### src/rtl/alu_arbiter.sv
// -----------------------------------------------------------------------------
// alu_arbiter
//
// Shares one external combinational ALU between two requesters. An operation
// is accepted in IDLE (round robin when both requesters are valid), executes
// for one cycle in EXEC while the ALU result is captured, and is then
// presented in RESP until the owning requester consumes it. One operation is
// in flight at a time, so back-to-back throughput is one operation per three
// cycles.
//
// Ports
//   clk, rst               clock; asynchronous active-high reset
//   reqN_valid/reqN_ready  request handshake for requester N (ready is a
//                          combinational accept strobe, only in IDLE)
//   reqN_a/reqN_b/reqN_op  operands and opaque 4-bit op code of requester N
//   rspN_valid/rspN_ready  response handshake for requester N
//   rsp_data               result, shared by both response channels
//   alu_a/alu_b/alu_op     drive the shared ALU from the operand registers
//   alu_out                ALU result
//   busy                   high whenever the arbiter is not in IDLE
//   ops_done               wrapping count of completed response handshakes
// -----------------------------------------------------------------------------
module alu_arbiter #(
  parameter int CNT_W = 16
) (
  input  logic             clk,
  input  logic             rst,

  input  logic             req0_valid,
  output logic             req0_ready,
  input  logic [31:0]      req0_a,
  input  logic [31:0]      req0_b,
  input  logic [3:0]       req0_op,

  input  logic             req1_valid,
  output logic             req1_ready,
  input  logic [31:0]      req1_a,
  input  logic [31:0]      req1_b,
  input  logic [3:0]       req1_op,

  output logic             rsp0_valid,
  input  logic             rsp0_ready,
  output logic             rsp1_valid,
  input  logic             rsp1_ready,
  output logic [31:0]      rsp_data,

  output logic [31:0]      alu_a,
  output logic [31:0]      alu_b,
  output logic [3:0]       alu_op,
  input  logic [31:0]      alu_out,

  output logic             busy,
  output logic [CNT_W-1:0] ops_done
);

  typedef enum logic [1:0] {
    IDLE = 2'd0,
    EXEC = 2'd1,
    RESP = 2'd2
  } state_t;

  state_t      state;
  logic        grant;       // requester owning the operation in flight
  logic        last_grant;  // requester whose operation completed last
  logic [31:0] opnd_a;
  logic [31:0] opnd_b;
  logic [3:0]  opnd_op;
  logic [31:0] result;

  logic        pick;        // requester that would win an accept this cycle
  logic        accept;      // an operation is taken this cycle
  logic        rsp_hs;      // owning requester consumes the result this cycle

  // ---------------------------------------------------------------------------
  // Arbitration. On a tie the requester that was not served last wins; a lone
  // requester wins regardless of history.
  // ---------------------------------------------------------------------------
  always_comb begin
    // NOTE: every signal assigned here gets a default first so no path can
    // leave it unassigned, which would infer a latch.
    pick = 1'b0;
    if (req0_valid && req1_valid) begin
      pick = ~last_grant;
    end else if (req1_valid) begin
      pick = 1'b1;
    end
  end

  assign accept = (state == IDLE) && (req0_valid || req1_valid);

  // The ready strobes are combinational, so they are also masked by rst:
  // the state register is already IDLE while reset is held, and a valid
  // requester must still not see an accept.
  assign req0_ready = accept && !pick && !rst;
  assign req1_ready = accept &&  pick && !rst;

  // Only the owning requester's ready completes the response.
  assign rsp_hs = (state == RESP) && (grant ? rsp1_ready : rsp0_ready);

  // The ALU always sees the operand registers; the op code is passed through
  // untouched.
  assign alu_a    = opnd_a;
  assign alu_b    = opnd_b;
  assign alu_op   = opnd_op;
  assign rsp_data = result;

  // ---------------------------------------------------------------------------
  // Controller. Response valids and busy are registered alongside the state.
  // ---------------------------------------------------------------------------
  always_ff @(posedge clk or posedge rst) begin
    if (rst) begin
      state      <= IDLE;
      grant      <= 1'b0;
      last_grant <= 1'b1;  // requester 0 wins the first tie after reset
      opnd_a     <= '0;
      opnd_b     <= '0;
      opnd_op    <= '0;
      result     <= '0;
      ops_done   <= '0;
      rsp0_valid <= 1'b0;
      rsp1_valid <= 1'b0;
      busy       <= 1'b0;
    end else begin
      // NOTE: state registers use non-blocking assignments so every flop
      // samples pre-edge values regardless of statement order.
      case (state)
        IDLE: begin
          if (accept) begin
            grant   <= pick;
            opnd_a  <= pick ? req1_a  : req0_a;
            opnd_b  <= pick ? req1_b  : req0_b;
            opnd_op <= pick ? req1_op : req0_op;
            busy    <= 1'b1;
            state   <= EXEC;
          end
        end

        EXEC: begin
          result     <= alu_out;
          rsp0_valid <= ~grant;
          rsp1_valid <=  grant;
          state      <= RESP;
        end

        RESP: begin
          if (rsp_hs) begin
            last_grant <= grant;
            ops_done   <= ops_done + CNT_W'(1);
            rsp0_valid <= 1'b0;
            rsp1_valid <= 1'b0;
            busy       <= 1'b0;
            state      <= IDLE;
          end
        end

        default: begin
          rsp0_valid <= 1'b0;
          rsp1_valid <= 1'b0;
          busy       <= 1'b0;
          state      <= IDLE;
        end
      endcase
    end
  end

  // ---------------------------------------------------------------------------
  // Protocol properties (simulation only; ignored by synthesis).
  // ---------------------------------------------------------------------------
  a_one_ready : assert property (@(posedge clk) disable iff (rst)
    !(req0_ready && req1_ready));

  a_one_rsp : assert property (@(posedge clk) disable iff (rst)
    !(rsp0_valid && rsp1_valid));

  a_rsp0_hold : assert property (@(posedge clk) disable iff (rst)
    (rsp0_valid && !rsp0_ready) |=> (rsp0_valid && $stable(rsp_data)));

  a_rsp1_hold : assert property (@(posedge clk) disable iff (rst)
    (rsp1_valid && !rsp1_ready) |=> (rsp1_valid && $stable(rsp_data)));

endmodule

### config.mk
export PLATFORM = sky130hd
export DESIGN_NAME = alu_arbiter
export DESIGN_NICKNAME = d
export VERILOG_FILES = /design/src/rtl/alu_arbiter.sv
export SDC_FILE = /design/constraint.sdc
export NUM_CORES = 1
export LEC_CHECK = 0
export ABC_AREA = 1
export CAP_MARGIN = 20
export CORE_UTILIZATION = 39
export CTS_BUF_LIST = sky130_fd_sc_hd__clkbuf_16
export DETAILED_ROUTE_END_ITERATION = 10
export PLACE_DENSITY = 0.84
export SETUP_SLACK_MARGIN = 0.1
export SYNTH_ARGS = -nofsm -noshare
export SYNTH_HDL_FRONTEND = slang
export SYNTH_SLANG_ARGS = --single-unit
### constraint.sdc
create_clock -name clk -period 5.6 [get_ports clk]
set_input_delay 1.12 -clock clk [delete_from_list [all_inputs] [get_ports clk]]
set_output_delay 1.12 -clock clk [all_outputs]
set_load 0.005 [all_outputs]
Word level (Yosys, flattened, before mapping)
Cells that the tools add are included.
{"block": "totals", "output_inout_bits": 121, "in_bits": 174, "word_cells": 50, "register_bits": 123}
{"block": "classes", "n_eq_ne": 4, "n_mux": 14, "reduce_logical": 16, "n_addsub": 1, "bitwise": 4}
{"cell": "$mux 32", "n": 2}
{"cell": "$add 16x1->16 const B", "n": 1}
{"cell": "$pmux 1 s3", "n": 3}
{"cell": "$reduce_and 2->1", "n": 4}
{"cell": "$logic_and 1x1->1", "n": 7}
{"cell": "$pmux 2 s3", "n": 1}
{"cell": "$mux 1", "n": 5}
{"cell": "$mux 2", "n": 2}
{"cell": "$mux 4", "n": 1}
{"cell": "$ne 2x2->1 const B", "n": 2}
{"cell": "$not 1->1", "n": 4}
{"cell": "$reduce_and 3->1", "n": 1}
{"cell": "$eq 2x1->1 const B", "n": 1}
{"cell": "$eq 2x2->1 const B", "n": 1}
{"cell": "$logic_not 1->1", "n": 2}
{"cell": "$logic_not 2->1", "n": 1}
{"cell": "$logic_or 1x1->1", "n": 1}

Logic depth before layout (Yosys ltp)
{"block": "logic_depth", "depth_word": 5, "mapped_depth": 8, "ltp_nobuf": 8}

Least setup slack after synthesis
No wires, ideal clock.
{"block": "synth_timing", "path_type": "input-to-output", "from": "input port req0_valid", "to": "output port req1_ready", "arrival_time_ns": 1.709, "required_time_ns": 4.480, "cell_stages": 6, "path_slack_ns": 2.771, "cell_sequence": "nand2_1 nand2_2 inv_2 buf_2 nand2_1 nor2_1"}
{"block": "synth_between", "elab_chain_len": 4, "elab_cells_between_ends": 6, "cone_classes": "1 x mux; 5 x reduce/logical"}
{"item": "from (decl)", "line_no": "29", "rtl": "input logic req0_valid,"}
{"item": "$logic_and 1x1->1 or $logic_or 1x1->1 (tied branches)", "line_no": "82, 89"}
{"item": "$mux 1 or $logic_and 1x1->1 (tied branches)", "line_no": "82, 89"}
{"item": "$logic_and 1x1->1 (*) (2 in a row)", "line_no": "95", "rtl": "assign req1_ready = accept && pick && !rst;"}
{"item": "to (decl)", "line_no": "36", "rtl": "output logic req1_ready,"}
Mark *: on every way between the ends. The rest lies on a longest branch, timed or not.

Worst setup path in the final report
{"block": "layout_timing", "from": "input port req1_valid", "to": "output port req0_ready"}
{"block": "layout_between", "elab_chain_len": 5, "elab_cells_between_ends": 8, "cone_classes": "2 x mux; 6 x reduce/logical"}
{"item": "from (decl)", "line_no": "35", "rtl": "input logic req1_valid,"}
{"item": "$mux 1 or $logic_and 1x1->1 (tied branches)", "line_no": "84, 82"}
{"item": "$mux 1", "line_no": "82", "rtl": "if (req0_valid && req1_valid) begin"}
{"item": "$logic_not 1->1", "line_no": "94", "rtl": "assign req0_ready = accept && !pick && !rst;"}
{"item": "$logic_and 1x1->1 (*) (2 in a row)", "line_no": "94"}
{"item": "to (decl)", "line_no": "30", "rtl": "output logic req0_ready,"}
Marks and branches as above.

==> results.py <==
metrics = {
    "status": {
        "status": "completed",
    },
    "logic_synthesis": {
        "ys_types": 20,
        "synth_top_cell_area_share_pct": 55.9,
        "yosysWarnings": 0,
        "synthTopCellsByArea": "dfrtp_1 56%, nand2_1 15%, o21ai_1 10%",
        "yosysSeqAreaShare_pct": 56.4,
        "syn_nets": 838,
        "yosys.area.top_type": "dfrtp_1",
        "synth_area_per_cell_sq_um": 8.23,
        "netlist_area_sq_um": 5460,
        "netlist_instances": 663,
        "ys_ff_latch": 123,
    },
    "clocking": {
        "clk_pin_slew_ns": 0.05,
        "cts_tree": "built",
        "clkLatencyLatePin_ns": 0.40,
        "cts_resized": 0,
        "clock-sinks": 123,
        "h-tree-depth": 4,
        "cts_hold_buf": 0,
        "clockBufferDepth": 2,
        "clockRootBuffer": "clkbuf_16",
        "cts_buffers": 17,
        "postCtsSetupBuffers": 0,
    },
    "critical_path": {
        "cp_common_cell": "clkdlybuf4s50_1",
        "path_delay_family": "buffers and inverters",
        "r2r_slack_ns": 3.74,
        "endpoint": "req0_ready",
        "required_ns": 4.48,
        "path_max_fanout": 3,
        "crit_chain": "clkdlybuf4s50_1 > nor2_1 > nor2_4 > inv_2 > nor3_2 > clkdlybuf4s50_1",
        "start_kind": "input pin",
        "arrival_ns": 2.58,
        "critPathLaunch": "req1_valid",
        "slowest_stage": "clkdlybuf4s50_1",
        "max_stage_delay_ns": 0.52,
        "reg2reg_depth": 4,
        "critPathBufInv": 3,
        "end_kind": "primary output",
        "rr_startpoint": "state[0]$_DFFE_PP0P_",
        "r2r_end": "rsp0_valid$_DFFE_PP0P_",
        "path_class": "in -> out",
        "worst-path-stages": 6,
    },
    "detailed_routing": {
        "wl_per_cell_microns": 15.8,
        "vias_per_cell": 4.87,
        "ant_nets": 0,
        "drtIter0Drc": 319,
        "drc": 0,
        "first_pass_iters": 5,
        "wirelength_microns": 17900,
        "via_count": 5537,
    },
    "floorplan": {
        "dieArea_sq_um": 14500,
        "rows": 42,
        "die_x_microns": 120,
        "coreArea_sq_um": 13500,
        "initial_core_util_pct": 40.6,
        "ioPinCount": 295,
        "die_h_microns": 120,
    },
    "grt": {
        "grt_max_degree": 71,
        "met1_usage_pct": 26.9,
        "grt-ovfl-total": 0,
        "grt-busiest-layer": "met2",
        "use_met2_pct": 43.0,
        "met3_usage_pct": 9.01,
        "first_global_vias": 5450,
        "grtUsageTotal_pct": 24.7,
        "grt_pass1_wl_microns": 27500,
        "antenna_found_initial": 0,
    },
    "cells_and_area": {
        "syn_to_final_growth_pct": 65.3,
        "nFillCells": 1102,
        "fin_nets": 1123,
        "fin_area_sq_um": 9020,
        "drive_above_1_share_pct": 4.79,
        "fin_cells": 1136,
        "n_antenna_cell": 0,
    },
    "timing": {
        "setup_viol": 0,
        "max_freq_ghz": 0.270,
        "whs_ns": 0.468,
        "setup_tns_ns": 0,
        "tightest_slew_ns": 0.757,
        "period_minus_slack_ns": 3.70,
        "fin_ws_ns": 1.90,
        "relSlewSlack_pct": 49.5,
        "finalHoldViolations": 0,
        "rsz0062_at_grt": "no",
        "final_max_slew_viol_count": 0,
        "fin_skew_ns": 0.00442,
        "post-route-period-util_pct": 66.1,
    },
    "power": {
        "vdd_ir_drop_max_mv": 0.277,
        "p_leak_nw": 4.04,
        "power_density_nw_per_um2": 494,
    },
    "placement": {
        "hpwl_microns": 12600,
        "io_buffers": 294,
        "dpl_cell_area_sq_um": 8500,
        "gp_congestion": 0.798,
        "numPlacedInstances": 1105,
        "pre_cts_slack_ns": 1.89,
    },
    "worst_hold_path": {
        "hold_path_depth": 2,
        "hold_class": "reg -> reg",
    },
    "run": {
        "max-cap-violations": 0,
    },
}
## layout make-up
class                           instances  area [sq um]  share of cell area (%)
Inverter                               28           108                    1.19
Sequential cell                       123          3080                    34.1
Tap cell                              176           220                    2.44
Multi-Input combinational cell        478          2110                    23.4
Clock inverter                         14          90.1                   0.999
Timing Repair Buffer                  300          2990                    33.1
Clock buffer                           17           425                    4.72
## logic make-up after synthesis
kind of cell	after synthesis	synth area share [%]
xor+xnor	6	0.963
flops	123	56.4
compound gates	142	13.0
fa+ha+maj	1	0.229
simple gates	329	24.4
buf+inv	62	4.93
## worst register-to-register path: cells and delay by family (launching register included)
kind                   cells  cell delay, ns
AND/OR/NAND/NOR            1            0.56
buffers and inverters      2            0.54
flip-flops                 1            0.41
AO/OA/AOI/OAI              1            0.27
## cells in the mapped netlist
master    number
buf_1          1
buf_2         17
buf_4          4
clkbuf_1      12
dfrtp_1      122
dfstp_2        1
ha_1           1
inv_1         23
inv_2          5
nand2_1      224
nand2_2        2
nand3_1        8
nand3_4        1
nand3b_1       5
nor2_1        82
nor2_4         6
nor3_2         1
o21ai_0       31
o21ai_1      111
xor2_1         6
## cell usage in the layout (no fill, tap or decap)
cell             count
xor2_1               6
nand3_4              1
clkinv_1             6
nand2_1            224
ha_1                 1
clkbuf_16           17
nand3b_1             5
dfstp_2              1
clkdlybuf4s50_1    294
o21ai_0             31
clkinvlp_4           2
inv_2                5
bufinv_16            1
nor2_4               6
nand3_1              8
nor2_1              82
inv_4                1
buf_4                6
clkinv_2             3
inv_1               24
nor3_2               1
dfrtp_1            122
o21ai_1            111
nand2_2              2
## state kept, by name, indices dropped and copies added (netlist names)
name / flops
rsp_data: 32
rsp0_valid: 1
grant: 1
rsp1_valid: 1
state: 2
busy: 1
alu_b: 32
ops_done: 16
last_grant: 1
alu_a: 32
alu_op: 4
## through the flow
stage / util, % / power (W)
3_3_place_gp: 63.2 / 0.00346
2_1_floorplan: - / 0.00237
6_report: 67.0 / 0.00445
5_1_grt: 67.0 / 0.00475
3_5_place_dp: 63.2 / 0.00351
4_1_cts: 67.0 / 0.00450
## worst min path at each step
stage / start / to / slack [ns]
6_report: rsp_data[10]$_DFFE_PP0N_ / rsp_data[10]$_DFFE_PP0N_ / 0.47
3_3_place_gp: rsp_data[28]$_DFFE_PP0N_ / rsp_data[28]$_DFFE_PP0N_ / 0.45
5_1_grt: rsp_data[13]$_DFFE_PP0N_ / rsp_data[13]$_DFFE_PP0N_ / 0.48
4_1_cts: rsp_data[8]$_DFFE_PP0N_ / rsp_data[8]$_DFFE_PP0N_ / 0.47
3_5_place_dp: rsp_data[10]$_DFFE_PP0N_ / rsp_data[10]$_DFFE_PP0N_ / 0.46
2_1_floorplan: grant$_DFFE_PP0P_ / rsp0_valid$_DFFE_PP0P_ / 0.46
## power breakdown
part | total [W] | switching (W) | internal [W]
logic | 0.00195 | 0.000903 | 0.00105
clock network | 0.000960 | 0.000370 | 0.000590
registers | 0.00154 | 0.000238 | 0.00130
total | 0.00445 | 0.00151 | 0.00294
## routing by layer
layer,share of wire [%],up-vias,wire [microns]
li1,-,2682,-
met1,38,2577,6840
met2,50,235,8910
met3,8.8,43,1580
met4,3.2,0,577
met5,0,-,0
No activity file was read; power rests on OpenSTA's default activity.
